## config.mk

```make
export PLATFORM = sky130hd
export DESIGN_NAME = fifo_rd_arb_flat
export DESIGN_NICKNAME = d
export VERILOG_FILES = /design/src/rtl/fifo_rd_arb_if.sv /design/src/rtl/fifo_rd_arb.sv /design/src/flat_wrapper.sv
export SDC_FILE = /design/constraint.sdc
export NUM_CORES = 1
export LEC_CHECK = 0
export ABC_AREA = 0
export BUFFER_PORTS_ARGS = -buffer_cell sky130_fd_sc_hd__buf_2
export CAP_MARGIN = 25
export CORE_ASPECT_RATIO = 0.5
export CORE_MARGIN = 2
export CORE_UTILIZATION = 40
export DETAILED_ROUTE_END_ITERATION = 16
export HOLD_SLACK_MARGIN = 0.06
export PLACE_DENSITY_LB_ADDON = 0.25
export RECOVER_POWER = 50
export SLEW_MARGIN = 30
export SYNTH_ARGS = -nofsm -noshare
export SYNTH_HDL_FRONTEND = slang
export SYNTH_SLANG_ARGS = --single-unit
```

## constraint.sdc

```tcl
create_clock -name rclk -period 2.7 [get_ports rclk]
set_input_delay 0.27 -clock rclk [delete_from_list [all_inputs] [get_ports rclk]]
set_output_delay 0.27 -clock rclk [all_outputs]
set_load 0.005 [all_outputs]
```

## src/rtl/fifo_rd_arb_if.sv

```systemverilog
// Bundle of the arbiter's FIFO read ports, channel controls and output stream.
// The master modport faces the arbiter; the slave modport faces FIFOs and consumer.
interface fifo_rd_arb_if #(
    parameter int unsigned NCH = 4,
    parameter int unsigned DW  = 4,
    parameter int unsigned CW  = 2
);
    logic [NCH-1:0]    empty_i;
    logic [NCH*DW-1:0] dat_i;
    logic [NCH-1:0]    ren_o;
    logic [NCH-1:0]    en_i;
    logic              flush_i;
    logic [DW-1:0]     dat_o;
    logic [CW-1:0]     ch_o;
    logic              vld_o;
    logic              rdy_i;

    modport master (
        input  empty_i, dat_i, en_i, flush_i, rdy_i,
        output ren_o, dat_o, ch_o, vld_o
    );

    modport slave (
        output empty_i, dat_i, en_i, flush_i, rdy_i,
        input  ren_o, dat_o, ch_o, vld_o
    );
endinterface

```

## src/rtl/fifo_rd_arb.sv

```systemverilog
// Round-robin read arbiter draining NCH FIFOs into one tagged valid/ready stream,
// with a 4-entry output queue and a credit scheme sized so rdy never reaches ren.
module fifo_rd_arb #(
    parameter int unsigned NCH = 4,
    parameter int unsigned DW  = 4,
    parameter int unsigned CW  = 2
) (
    input logic         rclk,
    input logic         rst_i,
    fifo_rd_arb_if.master bus
);
    localparam int unsigned QD   = 4;
    localparam int unsigned QAW  = 2;
    localparam int unsigned CNTW = 3;

    logic [CW-1:0]   ptr;
    logic [CW-1:0]   chq;
    logic            infl;
    logic [CNTW-1:0] cnt;
    logic [QAW-1:0]  hd;
    logic [QAW-1:0]  tl;
    logic [DW-1:0]   qdat [QD];
    logic [CW-1:0]   qch  [QD];

    logic [NCH-1:0]   elig;
    logic [2*NCH-1:0] dbl;
    logic [NCH-1:0]   rot;
    logic             found;
    logic [CW:0]      sum;
    logic [CW-1:0]    win;
    logic [CW-1:0]    ptr_nxt;
    logic             issue;
    logic             pop;

    // Rotate eligibility so bit 0 is ptr, then take the first set bit.
    always_comb begin
        elig  = bus.en_i & ~bus.empty_i;
        dbl   = {elig, elig};
        rot   = NCH'(dbl >> ptr);
        found = 1'b0;
        sum   = '0;
        for (int unsigned i = 0; i < NCH; i++) begin
            if (!found && rot[i]) begin
                found = 1'b1;
                sum   = {1'b0, ptr} + (CW+1)'(i);
            end
        end
        if (sum >= (CW+1)'(NCH)) sum = sum - (CW+1)'(NCH);
        win = sum[CW-1:0];
        ptr_nxt = (32'(win) == NCH - 1) ? '0 : win + CW'(1);
    end

    // Credit: one slot per queued word plus the in-flight word.
    assign issue = !rst_i && !bus.flush_i && found &&
                   ((cnt + CNTW'(infl)) < CNTW'(QD));
    assign pop   = (cnt != '0) && bus.rdy_i;

    assign bus.ren_o = issue ? (NCH'(1) << win) : '0;
    assign bus.dat_o = qdat[hd];
    assign bus.ch_o  = qch[hd];
    assign bus.vld_o = (cnt != '0);

    always_ff @(posedge rclk or posedge rst_i) begin
        if (rst_i) begin
            ptr  <= '0;
            chq  <= '0;
            infl <= 1'b0;
            cnt  <= '0;
            hd   <= '0;
            tl   <= '0;
            for (int unsigned i = 0; i < QD; i++) begin
                qdat[i] <= '0;
                qch[i]  <= '0;
            end
        end else if (bus.flush_i) begin
            infl <= 1'b0;
            cnt  <= '0;
            hd   <= '0;
            tl   <= '0;
        end else begin
            infl <= issue;
            if (issue) begin
                chq <= win;
                ptr <= ptr_nxt;
            end
            // The FIFO data register for chq holds the word one cycle after ren.
            if (infl) begin
                qdat[tl] <= bus.dat_i[32'(chq)*DW +: DW];
                qch[tl]  <= chq;
                tl       <= tl + QAW'(1);
            end
            if (pop) hd <= hd + QAW'(1);
            case ({infl, pop})
                2'b10:   cnt <= cnt + CNTW'(1);
                2'b01:   cnt <= cnt - CNTW'(1);
                default: cnt <= cnt;
            endcase
        end
    end
endmodule

```

## src/flat_wrapper.sv

```systemverilog
// flat-port wrapper written by rule: the top's interface ports become plain ports
module fifo_rd_arb_flat 
#(
    parameter int unsigned NCH = 4,
    parameter int unsigned DW  = 4,
    parameter int unsigned CW  = 2
)
  (rclk, rst_i, bus_empty_i, bus_dat_i, bus_en_i, bus_flush_i, bus_rdy_i, bus_ren_o, bus_dat_o, bus_ch_o, bus_vld_o);
  fifo_rd_arb_if #(.NCH(NCH), .DW(DW), .CW(CW)) bus_i ();
  input logic rclk;
  input logic rst_i;
  input wire logic [$bits(bus_i.empty_i)-1:0] bus_empty_i;
  input wire logic [$bits(bus_i.dat_i)-1:0] bus_dat_i;
  input wire logic [$bits(bus_i.en_i)-1:0] bus_en_i;
  input wire logic [$bits(bus_i.flush_i)-1:0] bus_flush_i;
  input wire logic [$bits(bus_i.rdy_i)-1:0] bus_rdy_i;
  output wire logic [$bits(bus_i.ren_o)-1:0] bus_ren_o;
  output wire logic [$bits(bus_i.dat_o)-1:0] bus_dat_o;
  output wire logic [$bits(bus_i.ch_o)-1:0] bus_ch_o;
  output wire logic [$bits(bus_i.vld_o)-1:0] bus_vld_o;
  assign bus_i.empty_i = bus_empty_i;
  assign bus_i.dat_i = bus_dat_i;
  assign bus_i.en_i = bus_en_i;
  assign bus_i.flush_i = bus_flush_i;
  assign bus_i.rdy_i = bus_rdy_i;
  assign bus_ren_o = bus_i.ren_o;
  assign bus_dat_o = bus_i.dat_o;
  assign bus_ch_o = bus_i.ch_o;
  assign bus_vld_o = bus_i.vld_o;
  fifo_rd_arb #(.NCH(NCH), .DW(DW), .CW(CW)) u_core (.rclk(rclk), .rst_i(rst_i), .bus(bus_i));
endmodule
```

Yosys cells after proc, flatten, opt, wreduce, memory -nomap -nowiden
Cells that the tools add are included.
W data, S select, Z words.
- register bits after elaboration: 36
- logic and storage cells: 89
- output and inout port bits: 11
- input port bits: 28
- equal/unequal tests: 3
- shift operators: 3
- bitwise logic cells: 5
- muxes and demuxes: 30
- reduce and logical (&&, ||, !) cells: 19
- order comparisons: 5
- add/subtract/negate cells: 10
- operators with widths (kind ; count):
    $mux W2 ; 10
    $bwmux W16 ; 1
    $mux W4 ; 4
    $shiftx A16 B5 Y4 ; 1
    $mux W3 ; 4
    $ge A3 B3 Y1 const B ; 3
    $bmux W4 S2 ; 1
    $bwmux W8 ; 1
    $demux W4 S2 ; 1
    $logic_and A1 B1 Y1 ; 8
    $shr A8 B2 Y4 ; 1
    $add A2 B1 Y2 const B ; 3
    $add A2 B2 Y3 const B ; 2
    $not A2 Y3 ; 2
    $pmux W3 S2 ; 1
    $reduce_bool A3 Y1 ; 2
    $logic_not A1 Y1 ; 5
    $mux W1 ; 5
    $and A4 B4 Y4 ; 1
    $bmux W2 S2 ; 1
    $demux W2 S2 ; 1
    $eq A2 B2 Y1 const B ; 2
    $not A4 Y4 ; 1
    $reduce_and A2 Y1 ; 2
    11 further kinds ; 12

Depth between registers and ports, before layout
- word-level depth: 17
- depth in mapped cells: 8
- gate-level depth less buffers: 8

Worst setup path before layout
OpenSTA, ideal clock, no wires.
- path type: register to register
- from: register u_core.cnt[0]
- to: register u_core.cnt[2]
- setup slack: 0.751 ns
- cell stages (with the launch flop): 8
- data arrival time: 1.819 ns
- path buffers: 0
- period minus slack after synthesis: 1.949 ns
- library setup time: 0.130 ns
- required time: 2.570 ns
- path through: dfrtp_1 o31ai_4 nor2_1 fa_1 or3_1 nand2_1 xnor2_1 nor2_1
- longest elaborated chain between the ends: 5
- elaborated cells between the ends (all ways): 9
- classes of those cells: add/sub (2); eq/ne (2); mux (2); reduce/logical (3)
- ends and longest elaborated chain (element ; line ; text):
    start, declared ; fifo_rd_arb.sv:19 ; logic [CNTW-1:0] cnt;
    start signal, assigned ; fifo_rd_arb.sv:94 ; 2'b10: cnt <= cnt + CNTW'(1);
    start signal, assigned ; fifo_rd_arb.sv:95 ; 2'b01: cnt <= cnt - CNTW'(1);
    start signal, assigned ; fifo_rd_arb.sv:96 ; default: cnt <= cnt;
    parallel branches: the longest is 5 deep, another holds $sub A3 B1 Y3 ; n/a ;
Several ways; the timed one is not identified.
A chain may end at the register's enable or synchronous reset.

Worst setup path after layout
Same ends and word-level chain as after synthesis.

==> out/metrics.yaml <==
status: "finished with violations"
violations: "max-capacitance violations, max-slew violations"
drc: 0
tritoncts: "built"
worstPathRequired_ps: 2870
gp_congestion: 0.789
rows: 18
drv_cap: 1
firstDrtPassIters: 4
drive_above_1_share_pct: 43.1
cts_root_buf: "clkbuf_8"
holdBufCountCts: 0
hold_violations: 0
h-tree-depth: 2
post_cts_buffers: 0
period_share_pct: 84.6
synth_top_area_share_pct: 44.1
cpPeakStageDelay_ps: 590
finalInstanceArea_sq_um: 2370
tightest_slew_ps: 1910
synth.top_cells.by_count: "36 x dfrtp_1, 24 x mux2_2, 10 x mux4_2, 10 x nor2_1, 9 x nand2_1"
endpoint_kind: "flop"
pwr_density_cell_nw_per_um2: 819
synth-seq-cells: 36
n_antenna_cell: 0
final_cells: 274
area_growth_pct: 16.0
critPathLaunchType: "flop"
hold_class: "in -> reg"
hpwl_um: 2820
antenna_found_initial: 0
ir_drop_mv: 0.288
cts_buffers: 5
p_total_mw: 1.94
path_clk_slew_ps: 60
p_clk_share_pct: 19.6
synth_area_leaders: "dfrtp_1 44%, mux2_2 13%, mux4_2 11%"
antenna_left: 0
setup_violations: 0
path_depth: 7
die-area_sq_um: 5720
io_buffers: 38
post_synth_num_cell_types: 39
cp_common_cell: "nor2_1"
grtUsageTotal_pct: 13.7
utilization_pct: 48.2
crit_fanout: 5
relSlewSlack_pct: -27.4
critPathSlowestCell: "o31ai_1"
p_seq_share_pct: 45.6
synth_fp_nets: 201
clock.fmax_mhz: 438
dieWidth_um: 105
power.switching_mw: 0.637
core_region_area_sq_um: 4910
syn_inst: 164
synthArstFlopShare_pct: 100
yosysTopAreaCell: "dfrtp_1"
yosysWarnings: 0
internal-power_mw: 1.30
num_vias: 1388
syn-cell-area_sq_um: 2040
combPwrFrac_pct: 34.8
place_area_sq_um: 2300
fin_nets: 240
grt_pass1_vias: 1295
final.setup_skew_ps: 5.74
whs_path_depth: 2
synth.avg_cell_area_sq_um: 12.4
drtIter0Drc: 35
critPathBufInv: 0
vias_per_cell: 5.07
dieHeight_um: 54.5
grt_pass1_wl_um: 5930
critPathKind: "reg -> reg"
cp_top_family: "simple AND/OR/NAND/NOR gates"
clk_path_buf_depth: 2
overflow: 0
dp.cells: 266
clk_latency_ps: 280
rsz0062_at_grt: "false"
wirelength_um: 3730
grt_max_degree: 37
cts_resized: 0
yosysSeqAreaShare_pct: 44.1
fin_tns_setup_ps: 0
slew_viol_final: 37
initial_utilization_pct: 41.6
p_leak_nw: 1.13
reg2reg_slack_ps: 420
ioPinCount: 39
hold_end: "u_core.cnt[2]"
min_period_ps: 2280
synth-main-ff-cell: "dfrtp_1"
swShare_pct: 32.9
min-delay-start: "bus_flush_i"
wl_per_cell_um: 13.6
fill_cells: 475
r2r_cells: 7
yosysMostFrequentCell: "dfrtp_1"
r2r-start: "u_core.cnt[0]"
r2r-end: "u_core.cnt[2]"
cp_cell_sequence: "o31ai_1, nor2_1, fa_1, or3_1, nand2_1, xnor2_1, nor2_1"
clock-sinks: 36
cp_data_arrival_time_ps: 2450
synth_edf_count: 0
registers in the layout, summed over array words and instances, names as in the netlist:
register     count
u_core.chq       2
u_core.cnt       3
u_core.hd        2
u_core.infl      1
u_core.ptr       2
u_core.qch       8
u_core.qdat     16
u_core.tl        2
power groups by stage:
stage / Sequential [mW] / Combinational (mW) / Clock (mW)
2_1_floorplan: 0.768 / 0.618 / 0
3_3_place_gp: 0.899 / 0.673 / 0
3_5_place_dp: 0.906 / 0.691 / 0
4_1_cts: 0.899 / 0.695 / 0.393
5_1_grt: 0.913 / 0.757 / 0.412
6_report: 0.885 / 0.674 / 0.380
metal layers:
layer / vias to the layer above / track usage, % / wire length (um)
met2: 34 / 23.2 / 1690
li1: 662 / - / -
met4: 0 / 7.33 / 74
met5: - / 0 / 0
met1: 682 / 16.9 / 1800
met3: 10 / 3.45 / 164
stage by stage:
stage / hold WS, ps / setup slack [ps]
detailed placement: 413 / 656
floorplan: 437 / 751
CTS: 105 / 482
finish: 263 / 417
global placement: 412 / 720
global route: 289 / 251
cell families (layout without fill, tap and decap cells):
group	count (synthesis)	after routing	synth area share (%)
DFF	36	36	44.1
adders and majority gates	9	9	5.89
buffers and inverters	13	53	2.64
muxes	37	37	26.0
xor gates and xnor gates	8	8	3.43
AOI/OAI and AO/OA	16	16	5.70
and+or+nand+nor	45	45	12.2
how the worst max path moves through the flow:
stage / startpoint / endpoint / slack (ps)
floorplan: u_core.cnt[0] / u_core.cnt[2] / 750
global placement: u_core.cnt[0] / u_core.cnt[2] / 720
detailed placement: u_core.cnt[0] / u_core.cnt[2] / 660
CTS: u_core.ptr[0] / bus_ren_o[0] / 480
global route: u_core.cnt[0] / u_core.cnt[2] / 250
finish: u_core.cnt[0] / u_core.cnt[2] / 420
cell type report:
class	count	area (sq um)	share of cell area [%]
Multi-Input combinational cell	115	1070	45.3
Sequential cell	36	901	38.1
Timing Repair Buffer	39	193	8.14
Clock buffer	8	90.1	3.81
Tap cell	70	87.6	3.70
Inverter	6	23.8	1.00
cell usage in the layout (no fill, tap or decap), types with 4 or more instances in the layout:
cell type	synthesis	layout
buf_2	2	37
dfrtp_1	36	36
nand2_1	9	9
nand3_1	4	4
xor2_1	5	5
nor2_1	10	10
ha_1	8	8
nor2b_1	4	4
inv_1	5	5
and2_2	4	4
clkbuf_1	3	4
mux4_2	10	10
mux2_2	24	24
clkbuf_8	0	6
o21ai_0	5	5
Power figures use the tool's default switching activity.
